--- src/rtl/bconv_pkg.sv ---
// Shared constants and width helpers for the binary-convolution row blocks.
package bconv_pkg;

  localparam int BCONV_TAPS   = 4;
  localparam int BCONV_ADDR_W = 12;
  localparam int BCONV_IDX_W  = 4;

  function automatic int bconv_clog2(input int n);
    int r;
    r = 0;
    while ((1 << r) < n) r++;
    return r;
  endfunction

  // neg_count spans 0..taps inclusive
  function automatic int bconv_cnt_w(input int taps);
    return bconv_clog2(taps + 1);
  endfunction

endpackage

--- src/rtl/bconv_popcount.sv ---
// Combinational population count of a TAPS-wide vector; shared by wider rows.
module bconv_popcount
  import bconv_pkg::*;
#(
  parameter int TAPS = BCONV_TAPS,
  localparam int CNT_W = bconv_cnt_w(TAPS)
) (
  input  logic [TAPS-1:0]  bits_in,
  output logic [CNT_W-1:0] count_out
);

  always_comb begin
    count_out = '0;
    for (int i = 0; i < TAPS; i++) begin
      count_out = count_out + CNT_W'(bits_in[i]);
    end
  end

endmodule

--- src/rtl/bconv_tap_chain.sv ---
// One binary-convolution row: serial weight chain, sign-bit data window and a
// registered count of negative products with its thresholded sign and tags.
module bconv_tap_chain
  import bconv_pkg::*;
#(
  parameter int TAPS   = BCONV_TAPS,
  parameter int ADDR_W = BCONV_ADDR_W,
  parameter int IDX_W  = BCONV_IDX_W,
  parameter int THRESH = TAPS / 2,
  localparam int CNT_W = bconv_cnt_w(TAPS)
) (
  input  logic              clock,
  input  logic              reset,
  input  logic              go,
  input  logic              in_valid,
  input  logic              data_in,
  input  logic              pipeline_idx_enable,
  input  logic [ADDR_W-1:0] write_addr_in,
  input  logic [IDX_W-1:0]  idx_in,
  input  logic              load_weight,
  input  logic              weight_in,
  output logic              weights_loaded,
  output logic              data_out,
  output logic              out_valid,
  output logic [CNT_W-1:0]  neg_count,
  output logic              negative_flag,
  output logic [ADDR_W-1:0] write_addr_out,
  output logic [IDX_W-1:0]  idx_out
);

  logic [TAPS-1:0]   w_q, w_d;
  logic [TAPS-1:0]   d_q, d_d;
  logic [TAPS-1:0]   v_q, v_d;
  logic [CNT_W-1:0]  wcnt_q, wcnt_d;
  logic [ADDR_W-1:0] tag_addr_q, tag_addr_d;
  logic [IDX_W-1:0]  tag_idx_q, tag_idx_d;
  logic [CNT_W-1:0]  neg_count_q, neg_count_d;
  logic              out_valid_q, out_valid_d;
  logic [ADDR_W-1:0] write_addr_out_q, write_addr_out_d;
  logic [IDX_W-1:0]  idx_out_q, idx_out_d;
  logic              loaded;
  logic [CNT_W-1:0]  pop_cnt;

  assign loaded = (wcnt_q == CNT_W'(TAPS));

  bconv_popcount #(.TAPS(TAPS)) u_popcount (
    .bits_in  (w_q ^ d_q),
    .count_out(pop_cnt)
  );

  always_comb begin
    w_d              = w_q;
    d_d              = d_q;
    v_d              = v_q;
    wcnt_d           = wcnt_q;
    tag_addr_d       = tag_addr_q;
    tag_idx_d        = tag_idx_q;
    neg_count_d      = neg_count_q;
    out_valid_d      = out_valid_q;
    write_addr_out_d = write_addr_out_q;
    idx_out_d        = idx_out_q;

    // Weight loading owns the edge; a reload after a full set flushes the window.
    if (load_weight) begin
      w_d[0] = weight_in;
      for (int i = 1; i < TAPS; i++) w_d[i] = w_q[i-1];
      if (loaded) begin
        wcnt_d = CNT_W'(1);
        v_d    = '0;
      end else begin
        wcnt_d = wcnt_q + CNT_W'(1);
      end
    end else if (go) begin
      d_d[0] = data_in;
      v_d[0] = in_valid;
      for (int i = 1; i < TAPS; i++) begin
        d_d[i] = d_q[i-1];
        v_d[i] = v_q[i-1];
      end
      if (pipeline_idx_enable) begin
        tag_addr_d = write_addr_in;
        tag_idx_d  = idx_in;
      end
      neg_count_d      = pop_cnt;
      out_valid_d      = (&v_q) & loaded;
      write_addr_out_d = tag_addr_q;
      idx_out_d        = tag_idx_q;
    end
  end

  always_ff @(posedge clock or negedge reset) begin
    if (!reset) begin
      w_q              <= '0;
      d_q              <= '0;
      v_q              <= '0;
      wcnt_q           <= '0;
      tag_addr_q       <= '0;
      tag_idx_q        <= '0;
      neg_count_q      <= '0;
      out_valid_q      <= 1'b0;
      write_addr_out_q <= '0;
      idx_out_q        <= '0;
    end else begin
      w_q              <= w_d;
      d_q              <= d_d;
      v_q              <= v_d;
      wcnt_q           <= wcnt_d;
      tag_addr_q       <= tag_addr_d;
      tag_idx_q        <= tag_idx_d;
      neg_count_q      <= neg_count_d;
      out_valid_q      <= out_valid_d;
      write_addr_out_q <= write_addr_out_d;
      idx_out_q        <= idx_out_d;
    end
  end

  assign weights_loaded = loaded;
  assign data_out       = d_q[TAPS-1];
  assign out_valid      = out_valid_q;
  assign neg_count      = neg_count_q;
  assign negative_flag  = int'(neg_count_q) > THRESH;
  assign write_addr_out = write_addr_out_q;
  assign idx_out        = idx_out_q;

endmodule
--- config.mk ---
export PLATFORM = sky130hd
export DESIGN_NAME = bconv_tap_chain
export DESIGN_NICKNAME = d
export VERILOG_FILES = /design/src/rtl/bconv_pkg.sv /design/src/rtl/bconv_popcount.sv /design/src/rtl/bconv_tap_chain.sv
export SDC_FILE = /design/constraint.sdc
export NUM_CORES = 1
export LEC_CHECK = 0
export BUFFER_PORTS_ARGS = -buffer_cell sky130_fd_sc_hd__buf_2
export CORE_MARGIN = 3
export CORE_UTILIZATION = 35
export DETAILED_ROUTE_END_ITERATION = 8
export PLACE_DENSITY_LB_ADDON = 0.25
export SLEW_MARGIN = 0
export SYNTH_ARGS = -nofsm -noshare
export SYNTH_HDL_FRONTEND = slang
export SYNTH_SLANG_ARGS = --single-unit
export TNS_END_PERCENT = 20
--- constraint.sdc ---
create_clock -name clock -period 4.2 [get_ports clock]
set_input_delay 0.42 -clock clock [delete_from_list [all_inputs] [get_ports clock]]
set_output_delay 0.42 -clock clock [all_outputs]
set_load 0.05 [all_outputs]
==> impl_metrics.py, run 1 <==
metrics = {
    "power_and_ir_drop": {
        "finalPower_w": 0.001616,
        "power_frac_seq": 0.431,
        "p_switching_w": 0.0006180,
        "peakVddDrop_v": 0.0002205,
        "power-per-cell-area_nw_per_um2": 635.7,
        "switching_share": 0.3824,
        "p_leak_nw": 1.230,
        "intPower_w": 0.0009982,
        "comb_power_share": 0.366,
        "clkPwrFrac": 0.203,
    },
    "critical_path": {
        "crit_required_ps": 4390,
        "startpoint": "d_q[1]",
        "cp_max_fo": 3,
        "critPathKind": "flop to flop",
        "timing.rr.end": "neg_count[1]",
        "reg2reg_depth": 5,
        "rrSetupSlack_ps": 2280,
        "critPathArrivalTime_ps": 2110,
        "cp-start-kind": "flop",
        "r2r-start": "d_q[1]",
        "crit_end": "neg_count[1]",
        "endpoint_kind": "flop",
    },
    "die": {
        "die_y_um": 84.83,
        "rows": 28,
        "initial_core_util": 0.3651,
        "pin_count": 47,
        "dieWidth_um": 84.83,
        "die_area_um2": 7195,
        "core_area_um2": 5956,
    },
    "clock_network": {
        "cts-resized-gates": 0,
        "cts_setup_buffers": 0,
        "ctsHoldBuffers": 0,
        "ctsLongestPathBuffers": 2,
        "clk_latency_ps": 300,
        "cts_tree": "built",
        "cts_max_level": 2,
        "clock-sinks": 51,
        "clkTransAtPathRegs_ps": 90,
        "cts_buffers": 5,
        "root_buffer": "clkbuf_8",
    },
    "grt": {
        "grt_pass1_vias": 1354,
        "grt_max_degree": 52,
        "grt_overflow": 0,
        "grt_use_total": 0.1152,
        "antenna_found_initial": 0,
        "grt_pass1_wl_um": 6506,
    },
    "final_layout": {
        "area_delta_synth_final_pct": 16.92,
        "final_cell_mix": "51 x dfrtp_1, 46 x buf_2, 34 x mux2_2, 9 x mux2_4, 6 x inv_1",
        "mostFrequentLayoutCell": "dfrtp_1",
        "nNetsFinal": 216,
        "finish.utilization": 0.4269,
        "diodes": 0,
        "layout-drive-gt1-share": 0.5241,
    },
    "yosys": {
        "synth-main-ff-cell": "dfrtp_1",
        "yosysUniqueCellTypes": 29,
        "async_reset_ff_frac": 1.000,
        "ys_seq_area_frac": 0.5869,
        "ys_warn_count": 0,
        "synthesis.nets": 170,
        "ys_ff_latch": 51,
        "synth-edff-count": 0,
        "netlist_area_um2": 2175,
        "synth_cells": 141,
        "syn_area_per_cell_um2": 15.42,
    },
    "routing": {
        "first_pass_iters": 4,
        "wl_per_cell_um": 14.50,
        "vias": 1253,
        "via_per_inst": 4.782,
        "ant_nets": 0,
        "drc": 0,
        "drt_wl_total_um": 3800,
        "drt_iter0_markers": 58,
    },
    "placed_design": {
        "dp.final_hpwl_um": 2724,
        "io_buffer_count": 46,
        "gp_routability_congestion": 0.7226,
        "place_ws_ps": 2277,
    },
    "outcome": {
        "status": "finished, final reports clean",
    },
    "sta": {
        "fin_crit_sh": 0.4562,
        "finalSetupViolations": 0,
        "fin_skew_ps": 5.627,
        "drv_slew": 0,
        "setup_ws_ps": 2284,
        "finalSetupTns_ps": 0,
        "rsz0062_at_grt": "no",
        "hold_violations": 0,
        "min_period_ps": 1916,
        "maxSlewHeadroom": 0.2475,
        "worst_pin_slew_ps": 1129,
        "max_freq_mhz": 521.9,
    },
    "run": {
        "maxCapViolations": 0,
    },
    "worst_hold_path": {
        "hp-class": "input port to asynchronous set/reset pin",
    },
}
==> routing by layer <==
metal	track usage	wire length, um
met5	0	0
met4	0.03885	57
met3	0.04854	236
met2	0.1915	1914
met1	0.1346	1592
==> Yosys cell counts, types with 2 or more instances <==
library cell   n  area share
dfrtp_1       51        0.59
mux2_2        34        0.18
mux2_4         9       0.062
inv_1          6       0.010
ha_1           4       0.023
nand3b_1       4       0.014
o31ai_1        4       0.014
xor2_1         4       0.016
buf_6          3       0.016
buf_2          2      0.0046
nor2b_1        2      0.0058
==> critical path: stages (launching register included) <==
cell     delay, ps
dfrtp_1        410
xor2_1         170
ha_1           290
fa_1           390
ha_1           280
mux2_2         260
==> sequential cells by signal, summed over array words and instances (netlist names) <==
register,flops
wcnt_q,3
tag_idx_q,4
v_q,4
out_valid,1
neg_count,3
tag_addr_q,12
write_addr_out,12
w_q,4
d_q,4
idx_out,4
==> power by group through the flow <==
stage          clock, W  sequential [W]  combinational, W
2_1_floorplan         0        0.000910          0.000249
3_3_place_gp          0        0.000699          0.000585
3_5_place_dp          0        0.000709          0.000601
4_1_cts        0.000342        0.000699          0.000602
5_1_grt        0.000363        0.000716          0.000631
6_report       0.000329        0.000697          0.000591
==> cells by family after synthesis <==
kind of cell | synth area share
flops | 0.5869
mux | 0.2382
simple gates | 0.05121
buf+inv | 0.03912
compound gates | 0.03625
fa+ha+maj | 0.03222
xor+xnor | 0.01611
==> stage by stage <==
stage          cell area, um^2  std cells  hold WS, ps
3_5_place_dp              2436        255        481.3
4_1_cts                   2542        262        334.4
6_report                  2542        262        333.8
3_3_place_gp              2436        255        470.5
2_1_floorplan             2175        141        124.4
5_1_grt                   2542        262        329.0
==> cell type report <==
class                      instances  area, um^2
multi-input combinational         77       813.3
clock inverter                     2       37.54
tap                               75       93.84
sequential                        51        1276
fill                             591        3413
timing repair buffer              46       230.2
clock buffer                       5       68.82
inverter                           6       22.52
==> worst min-delay path by stage <==
stage,from,end,slack [ps],depth (start not counted)
CTS,idx_in[3],tag_idx_q[3],330,2
finish,reset,v_q[0],330,1
floorplan,reset,d_q[0],120,0
global placement,out_valid,out_valid,470,1
global route,write_addr_in[10],tag_addr_q[10],330,2
detailed placement,out_valid,out_valid,480,1
Note: power is estimated with default switching activity, not from simulation.
==> run 2, diff against run 1 <==
==> constraint.sdc (replaced) <==
create_clock -name clock -period 1.67 [get_ports clock]
set_input_delay 0.167 -clock clock [delete_from_list [all_inputs] [get_ports clock]]
set_output_delay 0.167 -clock clock [all_outputs]
set_load 0.05 [all_outputs]
==> run 2 against run 1 <==
Effect of this change:
- the run now ends with setup timing left
- via count grew 3.5%
- non-clock buffer count grew 9
- fmax grew 4.4%
- global-route usage grew 0.53 points
- die area is the same
- sequential share of layout area shrank 1.8 points
- sequential cell count is the same
- clock-buffer cell count grew 1
- first-iteration DRC count shrank 41%
- largest power group unchanged
==> impl_metrics.py, run 2 (synthesis results as in run 1) <==
metrics = {
    "power_and_ir_drop": {
        "power-per-cell-area_nw_per_um2": 1545,
        "p_leak_nw": 1.277,
        "peakVddDrop_v": 0.0007641,
    },
    "final_layout": {
        "mostFrequentLayoutCell": "dfrtp_1",
        "nNetsFinal": 225,
        "diodes": 0,
        "final_cell_mix": "50 x dfrtp_1, 45 x buf_2, 31 x mux2_2, 12 x mux2_4, 7 x buf_4",
        "layout-drive-gt1-share": 0.5533,
        "layoutNonFillerInstCount": 272,
        "area_delta_synth_final_pct": 21.29,
    },
    "die": {
        "die_area_um2": 7195,
        "pin_count": 47,
        "die_y_um": 84.83,
        "rows": 28,
        "initial_core_util": 0.3651,
        "dieWidth_um": 84.83,
        "core_area_um2": 5956,
    },
    "placed_design": {
        "gp_routability_congestion": 0.7361,
        "dp.final_hpwl_um": 2800,
        "dp_cells": 261,
        "io_buffer_count": 46,
    },
    "grt": {
        "antenna_found_initial": 0,
        "grt_pass1_wl_um": 6713,
        "grt_pass1_vias": 1335,
        "grt_max_degree": 52,
        "grt_overflow": 0,
        "grt_use_total": 0.1205,
    },
    "clock_network": {
        "cts_buffers": 5,
        "cts_tree": "built",
        "clkTransAtPathRegs_ps": 90,
        "cts_max_level": 2,
        "clk_latency_ps": 300,
        "ctsLongestPathBuffers": 2,
        "root_buffer": "clkbuf_8",
        "clock-sinks": 51,
    },
    "sta": {
        "holdWs_ps": 98.09,
        "maxSlewHeadroom": 0.7660,
        "drv_slew": 0,
        "fin_skew_ps": 2.866,
        "min_period_ps": 1835,
        "rsz0062_at_grt": "yes",
        "hold_violations": 0,
        "worst_pin_slew_ps": 350.8,
        "max_freq_mhz": 545.0,
        "fin_crit_sh": 1.099,
        "setup_ws_ps": -164.9,
        "finalSetupViolations": 3,
    },
    "critical_path": {
        "crit_path_cell_trace": "xor2_1 -> ha_1 -> fa_2 -> ha_4 -> mux2_4",
        "critPathKind": "flop to flop",
        "endpoint_kind": "flop",
        "crit_path_max_incr_delay_ps": 410,
        "crit_required_ps": 1860,
        "path_delay_family": "adder cells",
        "slowest_stage": "dfrtp_1",
        "cp-start-kind": "flop",
        "critPathArrivalTime_ps": 2020,
        "cp_max_fo": 2,
        "critical_path_buf_inv_count": 0,
    },
    "routing": {
        "first_pass_iters": 4,
        "drc": 0,
        "drt_iter0_markers": 34,
        "wl_per_cell_um": 14.90,
        "ant_nets": 0,
        "drt_wl_total_um": 4052,
        "vias": 1297,
        "via_per_inst": 4.768,
    },
    "outcome": {
        "status": "finished, violations left",
        "violations": "setup timing",
    },
    "run": {
        "maxCapViolations": 0,
    },
    "worst_hold_path": {
        "hp-class": "input port to flop",
    },
}
run 2: what timing repair did:
item / 4_1_cts / 5_1_grt
pin swaps: 3 / 2
buffers inserted: 1 / 1
resized for setup: 2 / 5
endpoints found under the hold margin: 51 / 0
hold buffers: 1 / 0
endpoints found under the setup margin: 3 / 4
run 2: path summary, 6_finish.rpt:
kind	cells past startpoint	endpoint	slack (ps)	start
worst max-delay path	5	neg_count[1]	-160	d_q[1]
max in group asynchronous	3	d_q[3]	1030	reset
worst min register to register	1	write_addr_out[3]	500	write_addr_out[3]
worst min-delay path	2	tag_addr_q[3]	100	write_addr_in[3]
min in group asynchronous	3	v_q[2]	390	reset
worst max register to register	5	neg_count[1]	-160	d_q[1]
run 2: area by class of cell:
cell class / instances / area, um^2
multi-input combinational: 77 / 839.6
sequential: 51 / 1277
fill: 578 / 3318
timing repair buffer: 55 / 319.1
clock inverter: 2 / 12.51
inverter: 6 / 22.52
clock buffer: 6 / 72.57
tap: 75 / 93.84
run 2: layer usage:
layer  share of wire  global-route usage  vias up  wire [um]
li1                -                   -      603          -
met1            0.42              0.1470      658       1692
met2            0.52              0.2021       34       2110
met3           0.056             0.03981        2        225
met4          0.0062             0.03885        0         25
met5               0                   0        -          0
run 2: metrics by stage:
stage | utilization | setup WS (ps) | power [W] | TNS, ps | area, um^2
floorplan | - | -116.5 | 0.002921 | -139.4 | 2178
global placement | 0.4193 | -141.0 | 0.003260 | -187.2 | 2497
detailed placement | 0.4193 | -190.0 | 0.003340 | -279.2 | 2497
CTS | 0.4393 | -181.8 | 0.004089 | -348.2 | 2616
global route | 0.4429 | -233.7 | 0.004334 | -484.1 | 2638
finish | 0.4429 | -164.9 | 0.004074 | -292.1 | 2638
run 2: power breakdown:
| part | internal (W) | switching [W] |
|---|---|---|
| registers | 0.00155 | 0.000206 |
| logic | 0.000626 | 0.00101 |
| clock network | 0.000293 | 0.000383 |
==> run 3, diff against run 2 <==
--- a/config.mk
+++ b/config.mk
@@ -9,7 +9,7 @@
 export CORE_MARGIN = 3
 export CORE_UTILIZATION = 35
 export DETAILED_ROUTE_END_ITERATION = 8
-export PLACE_DENSITY_LB_ADDON = 0.25
+export PLACE_DENSITY = 0.68
 export SLEW_MARGIN = 0
 export SYNTH_ARGS = -nofsm -noshare
 export SYNTH_HDL_FRONTEND = slang
==> constraint.sdc (replaced) <==
create_clock -name clock -period 1.67 [get_ports clock]
set_input_delay 0.334 -clock clock [delete_from_list [all_inputs] [get_ports clock]]
set_output_delay 0.334 -clock clock [all_outputs]
set_load 0.05 [all_outputs]
==> run 3 against run 2 <==
Effect of this change:
- the flow still finishes with violations (setup timing)
- clock-buffer cell count did not move
- via count fell by 2.5%
- clock skew rose by 9.3 ps
- final cell count did not move
- critical path depth did not move
- non-clock buffer count did not move
- core utilization rose by 0.21 points
- worst setup slack improved by 35 ps
- largest cell class unchanged
==> impl_metrics.py, run 3 (synthesis results as in run 1) <==
metrics = {
    "outcome": {
        "status": "finished, violations left",
        "violations": "setup timing",
    },
    "grt": {
        "grt_max_degree": 52,
        "antenna_found_initial": 0,
        "grt_pass1_vias": 1293,
        "grt_overflow": 0,
        "grt_use_total": 0.1118,
        "grt_pass1_wl_um": 6403,
    },
    "routing": {
        "wl_per_cell_um": 13.97,
        "via_per_inst": 4.651,
        "first_pass_iters": 4,
        "ant_nets": 0,
        "drc": 0,
        "drt_iter0_markers": 37,
        "vias": 1265,
        "drt_wl_total_um": 3801,
    },
    "worst_hold_path": {
        "hp-class": "input port to asynchronous set/reset pin",
    },
    "clock_network": {
        "cts_tree": "built",
        "cts_max_level": 2,
        "ctsLongestPathBuffers": 2,
        "clock-sinks": 51,
        "clkTransAtPathRegs_ps": 100,
        "cts_buffers": 5,
        "root_buffer": "clkbuf_8",
        "ctsHoldBuffers": 0,
        "clk_latency_ps": 300,
    },
    "final_layout": {
        "diodes": 0,
        "final_cell_mix": "50 x dfrtp_1, 45 x buf_2, 31 x mux2_2, 12 x mux2_4, 8 x buf_4",
        "mostFrequentLayoutCell": "dfrtp_1",
        "layoutNonFillerInstCount": 272,
        "area_delta_synth_final_pct": 21.86,
        "nNetsFinal": 225,
        "layout-drive-gt1-share": 0.5685,
    },
    "die": {
        "pin_count": 47,
        "rows": 28,
        "die_area_um2": 7195,
        "core_area_um2": 5956,
        "dieWidth_um": 84.83,
        "die_y_um": 84.83,
        "initial_core_util": 0.3651,
    },
    "critical_path": {
        "reg2reg_depth": 5,
        "rrSetupSlack_ps": -130,
        "critPathArrivalTime_ps": 2000,
        "r2r-start": "d_q[0]",
        "crit_required_ps": 1870,
        "slowest_stage": "dfrtp_1",
        "endpoint_kind": "flop",
        "cp_max_fo": 2,
        "crit_path_max_incr_delay_ps": 400,
        "critPathKind": "flop to flop",
        "crit_path_cell_trace": "xor2_1 -> ha_1 -> fa_2 -> ha_4 -> mux2_4",
        "timing.rr.end": "neg_count[1]",
        "cp-start-kind": "flop",
    },
    "run": {
        "maxCapViolations": 0,
    },
    "sta": {
        "setup_ws_ps": -130.1,
        "holdWs_ps": 2.270,
        "max_freq_mhz": 555.5,
        "fin_skew_ps": 12.14,
        "hold_violations": 0,
        "rsz0062_at_grt": "yes",
        "drv_slew": 0,
        "maxSlewHeadroom": 0.7666,
        "min_period_ps": 1800,
        "finalSetupViolations": 2,
        "fin_crit_sh": 1.078,
        "worst_pin_slew_ps": 350.0,
    },
    "power_and_ir_drop": {
        "p_leak_nw": 1.279,
        "power-per-cell-area_nw_per_um2": 1545,
        "finalPower_w": 0.004095,
        "peakVddDrop_v": 0.0008008,
    },
    "placed_design": {
        "place_ws_ps": -151.8,
        "gp_routability_congestion": 0.7207,
        "dp.final_hpwl_um": 2594,
        "dp_cells": 262,
        "io_buffer_count": 46,
    },
}
## run 3: worst max path at each step
stage / to / cells past startpoint / startpoint
floorplan: neg_count[1] / 5 / w_q[1]
global placement: neg_count[1] / 5 / w_q[1]
detailed placement: neg_count[1] / 5 / w_q[1]
CTS: neg_count[1] / 5 / w_q[1]
global route: neg_count[1] / 5 / d_q[0]
finish: neg_count[1] / 5 / d_q[0]
## run 3: power by group
group,internal (W),leakage (nW),total [W],switching [W]
clock network,0.000294,0.0412,0.000691,0.000398
logic,0.000641,0.626,0.00166,0.00101
registers,0.00155,0.612,0.00175,0.000195
## run 3: final cells by class
type / count / area (um^2)
clock buffers: 6 / 72.57
clock inverters: 2 / 12.51
fillers: 559 / 3306
inverters: 6 / 22.52
multi-input cells: 77 / 854.6
flip-flops and latches: 51 / 1277
well taps: 75 / 93.84
repair buffers: 55 / 316.6
## run 3: metrics by stage
step	setup TNS, ps	cell area (um^2)	util
5_1_grt	-362.1	2650	0.4450
6_report	-213.0	2650	0.4450
3_5_place_dp	-202.4	2505	0.4206
2_1_floorplan	-139.4	2178	-
4_1_cts	-193.0	2613	0.4387
3_3_place_gp	-171.5	2505	0.4206
## run 3: per-layer routing
metal / vias to the layer above / track usage / wire length, um
met5: - / 0 / 0
met4: 0 / 0.03885 / 33
met3: 4 / 0.04272 / 283
met2: 39 / 0.1673 / 1770
met1: 620 / 0.1495 / 1714
li1: 602 / - / -
## run 3: critical path: cells and delay by family (launching register included)
family,cells,cell delay (ps)
mux,1,250
fa+ha+maj,3,890
xor+xnor,1,160
flops,1,400
## run 3: what timing repair did
action	in CTS	in global routing
pin swaps	0	1
setup buffers	1	1
endpoints found under the setup margin	3	4
gates resized for setup	5	5
